### src/rtl/ahb_master_if.sv
// AHB-Lite bus bundle between the two-port arbiter (master) and a slave.
// The master modport drives address/control/write data; the slave side
// returns ready, response and read data.
interface ahb_if;
   logic [1:0]  HTRANS;
   logic        HWRITE;
   logic [31:0] HADDR;
   logic [31:0] HWDATA;
   logic [2:0]  HSIZE;
   logic [2:0]  HBURST;
   logic [3:0]  HPROT;
   logic        HMASTLOCK;
   logic        HREADY;
   logic [1:0]  HRESP;
   logic [31:0] HRDATA;

   modport ahb_m (
      output HTRANS, HWRITE, HADDR, HWDATA, HSIZE, HBURST, HPROT, HMASTLOCK,
      input  HREADY, HRESP, HRDATA
   );

   modport ahb_s (
      input  HTRANS, HWRITE, HADDR, HWDATA, HSIZE, HBURST, HPROT, HMASTLOCK,
      output HREADY, HRESP, HRDATA
   );
endinterface

### src/rtl/ahb_master_arbiter.sv
// Two-requester AHB-Lite master: port 0 (data side) and port 1 (instruction
// side) share one bus. Each granted request becomes one non-pipelined SINGLE
// transfer (IDLE -> ADDR -> DATA), and completion is a one-cycle busy drop.
module ahb_master_arbiter #(
   parameter int         RR_ENABLE = 1,
   parameter logic [3:0] HPROT_P0  = 4'b0011,
   parameter logic [3:0] HPROT_P1  = 4'b0010
) (
   input  logic        CLK,
   input  logic        RST,
   input  logic [1:0]  req_ren,
   input  logic [1:0]  req_wen,
   input  logic [31:0] req_addr0,
   input  logic [31:0] req_addr1,
   input  logic [31:0] req_wdata0,
   input  logic [31:0] req_wdata1,
   input  logic [3:0]  req_byte_en0,
   input  logic [3:0]  req_byte_en1,
   output logic [31:0] rdata,
   output logic [1:0]  busy,
   output logic [1:0]  err,
   ahb_if.ahb_m        ahb_m
);

   typedef enum logic [1:0] {IDLE, ADDR, DATA} state_t;

   localparam logic [1:0] HTRANS_IDLE   = 2'b00;
   localparam logic [1:0] HTRANS_NONSEQ = 2'b10;

   state_t      state_q, state_d;
   logic        last_grant_q;
   logic        grant_q;
   logic        write_q;
   logic [31:0] haddr_q;
   logic [31:0] wdata_q;
   logic [2:0]  hsize_q;

   logic [1:0]  pend;
   logic        sel;
   logic        take;
   logic        done;
   logic [1:0]  htrans;
   logic [31:0] sel_addr;
   logic [31:0] sel_wdata;
   logic [3:0]  sel_be;
   logic [4:0]  dec;
   logic        addr_unused;

   // Byte lanes to {HSIZE, HADDR[1:0]}; unsupported patterns fall back to a word.
   function automatic logic [4:0] be_decode(input logic [3:0] be);
      case (be)
         4'b1111: return {3'b010, 2'b00};
         4'b0011: return {3'b001, 2'b00};
         4'b1100: return {3'b001, 2'b10};
         4'b0001: return {3'b000, 2'b00};
         4'b0010: return {3'b000, 2'b01};
         4'b0100: return {3'b000, 2'b10};
         4'b1000: return {3'b000, 2'b11};
         default: return {3'b010, 2'b00};
      endcase
   endfunction

   assign pend      = req_ren | req_wen;
   assign sel       = ((RR_ENABLE != 0) && (pend == 2'b11)) ? ~last_grant_q : ~pend[0];
   assign sel_addr  = sel ? req_addr1    : req_addr0;
   assign sel_wdata = sel ? req_wdata1   : req_wdata0;
   assign sel_be    = sel ? req_byte_en1 : req_byte_en0;
   assign dec       = be_decode(sel_be);

   // Word-aligned request addresses and the HRESP upper bit carry no information here.
   assign addr_unused = ^{ahb_m.HRESP[1], req_addr0[1:0], req_addr1[1:0]};

   // State, arbitration history and the latched transfer attributes.
   always_ff @(posedge CLK) begin
      if (RST) begin
         state_q      <= IDLE;
         last_grant_q <= 1'b1;
         grant_q      <= 1'b0;
         write_q      <= 1'b0;
         haddr_q      <= '0;
         wdata_q      <= '0;
         hsize_q      <= 3'b010;
      end else begin
         state_q <= state_d;
         if (take) begin
            grant_q <= sel;
            write_q <= req_wen[sel];
            haddr_q <= {sel_addr[31:2], dec[1:0]};
            wdata_q <= sel_wdata;
            hsize_q <= dec[4:2];
         end
         if (done) begin
            last_grant_q <= grant_q;
         end
      end
   end

   // Next state, bus transfer type and the per-port completion outputs.
   always_comb begin
      state_d = state_q;
      take    = 1'b0;
      done    = 1'b0;
      htrans  = HTRANS_IDLE;
      busy    = 2'b11;
      err     = 2'b00;
      rdata   = '0;
      case (state_q)
         IDLE: begin
            if (|pend) begin
               take    = 1'b1;
               state_d = ADDR;
            end
         end
         ADDR: begin
            htrans = HTRANS_NONSEQ;
            if (ahb_m.HREADY) begin
               state_d = DATA;
            end
         end
         DATA: begin
            if (ahb_m.HREADY) begin
               done          = 1'b1;
               busy[grant_q] = 1'b0;
               err[grant_q]  = ahb_m.HRESP[0];
               rdata         = ahb_m.HRDATA;
               state_d       = IDLE;
            end
         end
         default: state_d = IDLE;
      endcase
   end

   assign ahb_m.HTRANS    = htrans;
   assign ahb_m.HWRITE    = write_q;
   assign ahb_m.HADDR     = haddr_q;
   assign ahb_m.HWDATA    = wdata_q;
   assign ahb_m.HSIZE     = hsize_q;
   assign ahb_m.HBURST    = 3'b000;
   assign ahb_m.HPROT     = grant_q ? HPROT_P1 : HPROT_P0;
   assign ahb_m.HMASTLOCK = 1'b0;

endmodule
### src/flat_wrapper.sv
// flat-port wrapper written by rule: the top's interface ports become plain ports
module ahb_master_arbiter_flat 
#(
   parameter int         RR_ENABLE = 1,
   parameter logic [3:0] HPROT_P0  = 4'b0011,
   parameter logic [3:0] HPROT_P1  = 4'b0010
)
  (CLK, RST, req_ren, req_wen, req_addr0, req_addr1, req_wdata0, req_wdata1, req_byte_en0, req_byte_en1, rdata, busy, err, ahb_m_HTRANS, ahb_m_HWRITE, ahb_m_HADDR, ahb_m_HWDATA, ahb_m_HSIZE, ahb_m_HBURST, ahb_m_HPROT, ahb_m_HMASTLOCK, ahb_m_HREADY, ahb_m_HRESP, ahb_m_HRDATA);
  ahb_if ahb_m_i ();
  input  logic CLK;
  input  logic RST;
  input  logic [1:0] req_ren;
  input  logic [1:0] req_wen;
  input  logic [31:0] req_addr0;
  input  logic [31:0] req_addr1;
  input  logic [31:0] req_wdata0;
  input  logic [31:0] req_wdata1;
  input  logic [3:0] req_byte_en0;
  input  logic [3:0] req_byte_en1;
  output logic [31:0] rdata;
  output logic [1:0] busy;
  output logic [1:0] err;
  output wire logic [$bits(ahb_m_i.HTRANS)-1:0] ahb_m_HTRANS;
  output wire logic [$bits(ahb_m_i.HWRITE)-1:0] ahb_m_HWRITE;
  output wire logic [$bits(ahb_m_i.HADDR)-1:0] ahb_m_HADDR;
  output wire logic [$bits(ahb_m_i.HWDATA)-1:0] ahb_m_HWDATA;
  output wire logic [$bits(ahb_m_i.HSIZE)-1:0] ahb_m_HSIZE;
  output wire logic [$bits(ahb_m_i.HBURST)-1:0] ahb_m_HBURST;
  output wire logic [$bits(ahb_m_i.HPROT)-1:0] ahb_m_HPROT;
  output wire logic [$bits(ahb_m_i.HMASTLOCK)-1:0] ahb_m_HMASTLOCK;
  input wire logic [$bits(ahb_m_i.HREADY)-1:0] ahb_m_HREADY;
  input wire logic [$bits(ahb_m_i.HRESP)-1:0] ahb_m_HRESP;
  input wire logic [$bits(ahb_m_i.HRDATA)-1:0] ahb_m_HRDATA;
  assign ahb_m_HTRANS = ahb_m_i.HTRANS;
  assign ahb_m_HWRITE = ahb_m_i.HWRITE;
  assign ahb_m_HADDR = ahb_m_i.HADDR;
  assign ahb_m_HWDATA = ahb_m_i.HWDATA;
  assign ahb_m_HSIZE = ahb_m_i.HSIZE;
  assign ahb_m_HBURST = ahb_m_i.HBURST;
  assign ahb_m_HPROT = ahb_m_i.HPROT;
  assign ahb_m_HMASTLOCK = ahb_m_i.HMASTLOCK;
  assign ahb_m_i.HREADY = ahb_m_HREADY;
  assign ahb_m_i.HRESP = ahb_m_HRESP;
  assign ahb_m_i.HRDATA = ahb_m_HRDATA;
  ahb_master_arbiter #(.RR_ENABLE(RR_ENABLE), .HPROT_P0(HPROT_P0), .HPROT_P1(HPROT_P1)) u_core (.CLK(CLK), .RST(RST), .req_ren(req_ren), .req_wen(req_wen), .req_addr0(req_addr0), .req_addr1(req_addr1), .req_wdata0(req_wdata0), .req_wdata1(req_wdata1), .req_byte_en0(req_byte_en0), .req_byte_en1(req_byte_en1), .rdata(rdata), .busy(busy), .err(err), .ahb_m(ahb_m_i));
endmodule
### config.mk
export PLATFORM = sky130hd
export DESIGN_NAME = ahb_master_arbiter_flat
export DESIGN_NICKNAME = d
export VERILOG_FILES = /design/src/rtl/ahb_master_if.sv /design/src/rtl/ahb_master_arbiter.sv /design/src/flat_wrapper.sv
export SDC_FILE = /design/constraint.sdc
export NUM_CORES = 1
export LEC_CHECK = 0
export ABC_AREA = 1
export CORE_AREA = 4 4 112 114
export CTS_BUF_LIST = sky130_fd_sc_hd__clkbuf_8
export DETAILED_ROUTE_END_ITERATION = 16
export DIE_AREA = 0 0 116 118
export GPL_TIMING_DRIVEN = 0
export HOLD_SLACK_MARGIN = 0.06
export PLACE_DENSITY = 0.84
export SETUP_SLACK_MARGIN = 0.3
export SLEW_MARGIN = 20
export SYNTH_ARGS = -nofsm -noshare
export SYNTH_HDL_FRONTEND = slang
export SYNTH_SLANG_ARGS = --single-unit
### constraint.sdc
create_clock -name CLK -period 2.3 [get_ports CLK]
set_input_delay 0.69 -clock CLK [delete_from_list [all_inputs] [get_ports CLK]]
set_output_delay 0.69 -clock CLK [all_outputs]
set_load 0.005 [all_outputs]
* Yosys cells after proc, flatten, opt, wreduce, memory -nomap -nowiden
Cells that the tools add are included.
Word-level totals: output and inout port bits 114, bits in read-only memories 0, latch bits 0, memories 0, bits in writable memories 0, input port bits 177, bits in registers 72, logic and storage cells 56
Cells by class: add/sub/neg operators 0, $mul 0, $lt $le $gt $ge 3, mux-type cells 25, divide/modulo/power cells 0, shift-type cells 0, reduce and logical (&&, ||, !) cells 4, equality and inequality tests 12, bitwise logic cells 5
Operators with widths (count):
- $mux 32 | 4
- $pmux 4 s6 | 1
- $mux 2 | 8
- $mux 1 | 9
- $eq 4x2->1 const B | 2
- $eq 4x4->1 const B | 2
- $pmux 2 s3 | 1
- $eq 2x2->1 const B | 2
- $eq 4x1->1 const B | 1
- $eq 4x3->1 const B | 1
- $lt 1x2->1 const B | 2
- $mux 4 | 1
- $ne 2x2->1 const B | 2
- $reduce_and 3->1 | 1
- $and 2x2->2 | 1
- $eq 2x1->1 const B | 1
- $logic_not 2->1 | 1
- $ne 2x1->1 const B | 1
- $not 1->1 | 2
- $not 2->2 | 1
- $or 2x2->2 | 1
- $reduce_or 2->1 | 1
- $demux 1 s1 | 1
- $ge 1x1->1 const B | 1
- $logic_and 1x1->1 | 1

* Logic depth before layout (Yosys ltp)
depth after elaboration 7, mapped depth 11

* Worst setup path before layout
Ideal clock, no wire load.
path type input port to output port, start point input port ahb_m_HREADY, end point output port rdata[10], arrival time 1174 ps, stages 3, slack 436 ps, path buffers 1, cell sequence nand2_1 clkbuf_1 nor2_1
On the way: cells in the longest elaborated chain, start to end 2
Ends and longest elaborated chain:
- from (decl) | RTL line flat_wrapper.sv:31 | input wire logic [$bits(ahb_m_i.HREADY)-1:0] ahb_m_HREADY;
- $mux 32 | RTL line ahb_master_arbiter.sv:121 | if (ahb_m.HREADY) begin
- $mux 32 | RTL line ahb_master_arbiter.sv:107 | case (state_q)
- to (decl) | RTL line flat_wrapper.sv:20 | output logic [31:0] rdata;
No other way between the ends.

* Worst setup path in the final report
start point input port ahb_m_HRDATA[26], end point output port rdata[26]
On the way: cells in the longest elaborated chain, start to end 2
Ends and longest elaborated chain:
- from (decl) | RTL line flat_wrapper.sv:33 | input wire logic [$bits(ahb_m_i.HRDATA)-1:0] ahb_m_HRDATA;
- $mux 32 | RTL line ahb_master_arbiter.sv:121
- $mux 32 | RTL line ahb_master_arbiter.sv:107
No other way between the ends.

==> impl_summary.log <==
[metrics] initial drt markers: 194
[metrics] share of post-route cells with drive strength above 1: 21.4%
[metrics] number of vias after detailed routing: 4711
[metrics] adder-cell share of the synthesized area: 0%
[metrics] diodes inserted: 0
[metrics] Syn Std Cell Area: 3830 um^2
[metrics] effective utilization at floorplan: 33.6%
[metrics] number of buffers on the longest clock path: 2
[metrics] RSZ-0062 raised after global routing: true
[metrics] number of cell rows: 39
[metrics] reg2reg start: u_core.state_q[0]$_SDFFE_PP0P_
[metrics] number of H-tree levels: 3
[metrics] total placed cells including tap cells: 1011
[metrics] quantity of hold-fixing buffers added after cts: 0
[metrics] Simple-Gate Fraction of Synth Area: 29.6%
[metrics] ports placed on the boundary: 291
[metrics] total of warnings raised by yosys: 0
[metrics] post-route standard cell area excluding fillers: 7130 um^2
[metrics] largest area contributor in the netlist: dfxtp_1
[metrics] Worst Setup Path Type: in2out
[metrics] worst-path maximum fanout: 1
[metrics] global route overflow: 0
[metrics] sequential area share after synthesis: 37.1%
[metrics] status: finished, final reports clean
[metrics] routed vias/inst: 4.54
[metrics] CP arrival: 1.41 ns
[metrics] total track usage: 21.8%
[metrics] number of buffers created by CTS: 9
[metrics] drt drc: 0
[metrics] area delta synth->final: 86.0%
[metrics] static leakage: 3.65 nW
[metrics] height of the die: 118 um
[metrics] via count of the first global-routing pass: 4522
[metrics] Worst Reg2Reg Path Length in Cells: 8
[metrics] hold path start: u_core.ahb_m.HADDR[0]$_SDFFE_PP0P_
[metrics] # nets final: 1066
[metrics] final-report max-slew violation count: 0
[metrics] root buffer selected by CTS: clkbuf_8
[metrics] #FFs+latches synth: 71
[metrics] mean cell area of the mapped netlist: 6.55 um^2
[metrics] multiplexer fraction of the synthesized cell area: 0%
[metrics] count of mapped cells out of synthesis: 585
[metrics] reg-to-reg setup timing slack: 0.81 ns
[metrics] HPWL Detailed: 12400 um
[metrics] required time at the endpoint of the critical path: 1.61 ns
[metrics] power density cells: 565 nW/um^2
[metrics] number of instances on the worst hold path: 2
[metrics] global-route wire length before repair: 23700 um
[metrics] count of input and output buffers: 276
[metrics] hold crit path type: reg2reg
[metrics] max-capacitance violation count: 0
[metrics] CTS tree: built
[metrics] maximum number of pins on one net before global-route repair: 14
[metrics] dominant combinational cell family by area after synthesis: simple AND/OR/NAND/NOR gates
[metrics] share of the synthesized area in the top cell type: 37.1%
[metrics] sink count of the clock tree: 71
[metrics] Achievable Freq: 0.476 GHz
[metrics] sink of the worst hold path: u_core.ahb_m.HADDR[0]$_SDFFE_PP0P_
[metrics] Cell variety after synth: 20
[metrics] complex-gate fraction of the synthesized area: 14.4%
[metrics] top post-synthesis cells by area: dfxtp_1 (37%), nand2_1 (15%), o211ai_1 (12%), nand3_1 (9.3%), inv_2 (5.8%)
[metrics] element type at the critical path end: output port
[metrics] standard cell area after detailed placement: 6800 um^2
[metrics] number of search-and-repair iterations in the first detailed-routing pass: 4
[metrics] Worst VDD drop: 0.380 mV
[metrics] Post-Synth XOR/XNOR Area: 0%
[metrics] nature of the critical path startpoint: primary input
[metrics] floorplan core area: 11400 um^2
[metrics] portion of the clock cycle consumed by the worst path in the final layout: 91.3%
[metrics] x dimension of the die: 116 um
[metrics] final estimated routing congestion in global placement: 0.878
[metrics] Final Hold Fails: 0
[metrics] non-filler instance count after layout: 1037
[metrics] final critical-path required period: 2.10 ns
[metrics] antenna violations before repair: 0
[metrics] Fin Clk Skew: 0.0114 ns
[metrics] Post-Route WL: 15800 um
[metrics] count of final setup violators: 0
[metrics] clock transition time at the flip-flop clock pins of the worst setup and hold paths: 0.08 ns
[metrics] endpoint of the worst register-to-register path: u_core.ahb_m.HADDR[24]$_SDFFE_PP0P_
[metrics] source-to-sink clock delay at the later pin of the worst-skew pair: 0.34 ns
[metrics] Routed Antenna Nets: 0
[metrics] Total Die Area: 13700 um^2
[metrics] final-layout fill cell count: 1032
[metrics] wire per inst: 15.3 um
## worst max-delay path by stage
stage | from | end | depth (start not counted) | slack, ns
floorplan | ahb_m_HREADY | rdata[10] | 3 | 0.44
global placement | ahb_m_HREADY | rdata[16] | 5 | -0.74
detailed placement | ahb_m_HREADY | rdata[26] | 5 | -0.75
CTS | u_core.state_q[1]$_SDFFE_PP0P_ | rdata[27] | 6 | 0.09
global route | u_core.state_q[1]$_SDFFE_PP0P_ | rdata[26] | 6 | 0.17
finish | ahb_m_HRDATA[26] | rdata[26] | 4 | 0.20
## cell type report
| cell class | instances | area [um^2] | share of cell area, % |
|---|---|---|---|
| Buffer | 48 | 382 | 5.35 |
| Timing Repair Buffer | 286 | 2700 | 37.9 |
| Sequential cell | 71 | 1420 | 20.0 |
| Tap cell | 143 | 179 | 2.51 |
| Inverter | 112 | 420 | 5.89 |
| Clock inverter | 6 | 92.6 | 1.30 |
| Multi-Input combinational cell | 361 | 1790 | 25.1 |
| Clock buffer | 10 | 138 | 1.93 |
## power by group
| part | total, mW | internal (mW) | switching [mW] | leakage (nW) |
|---|---|---|---|---|
| clock network | 1.16 | 0.647 | 0.510 | 0.109 |
| registers | 1.48 | 1.39 | 0.0872 | 0.591 |
| logic | 1.40 | 0.791 | 0.605 | 2.95 |
| total | 4.03 | 2.83 | 1.20 | 3.65 |
## cell families after synthesis
kind of cell	after synthesis
compound gates	77
buf+inv	160
flops	71
other cells	2
simple gates	275
## cells in the final DEF (no fill, tap or decap), types with 9 or more instances in the layout
master	instances
nor2_1	37
dlymetal6s2s_1	18
clkbuf_8	12
buf_2	40
nand2_1	151
dlygate4sd2_1	10
o211ai_1	63
clkdlybuf4s50_1	211
dfxtp_1	69
clkbuf_2	12
inv_1	47
inv_2	65
buf_4	24
conb_1	9
nand3_1	71
## repair_timing
item | in CTS | in global routing
gates resized for setup | 160 | 70
setup buffers | 8 | 0
pin swaps | 16 | 25
cloned | 2 | 0
endpoints found under the setup margin | 107 | 88
## critical path, cell delays in order
cell	delay (ns)
clkdlybuf4s50_1	0.45
inv_1	0.04
nor2_1	0.10
buf_2	0.13
## layer usage
layer | GRT usage [%] | wire length, um
met1 | 26.7 | 6390
met2 | 37.7 | 7850
met3 | 5.50 | 1340
met4 | 5.80 | 248
met5 | 0 | 0
## Yosys cell counts, drive strengths merged
cell,n
nor2,48
a21oi,8
buf,34
nand2,154
clkbuf,14
nand3b,2
o21ai,6
inv,112
o211ai,63
dfxtp,71
conb,2
nand3,71
## per-stage QoR
stage | utilization [%] | setup TNS, ns | setup WS, ns | total power [mW] | hold WS [ns]
detailed placement | 59.6 | -46.19 | -0.753 | 2.85 | 0.459
CTS | 62.5 | 0 | 0.0906 | 4.07 | 0.485
global route | 62.5 | 0 | 0.167 | 4.26 | 0.496
global placement | 59.6 | -44.86 | -0.739 | 2.83 | 0.454
finish | 62.5 | 0 | 0.201 | 4.03 | 0.482
floorplan | - | 0 | 0.436 | 2.05 | 0.454
## flip-flops by register name, indices dropped and copies added, names as in the netlist
name and flops:
u_core.last_grant_q 1, u_core.grant_q 1, u_core.state_q 2, u_core.ahb_m.HWRITE 1, u_core.ahb_m.HWDATA 32, u_core.ahb_m.HSIZE 2, u_core.ahb_m.HADDR 32
Power figures use the tool's default switching activity.
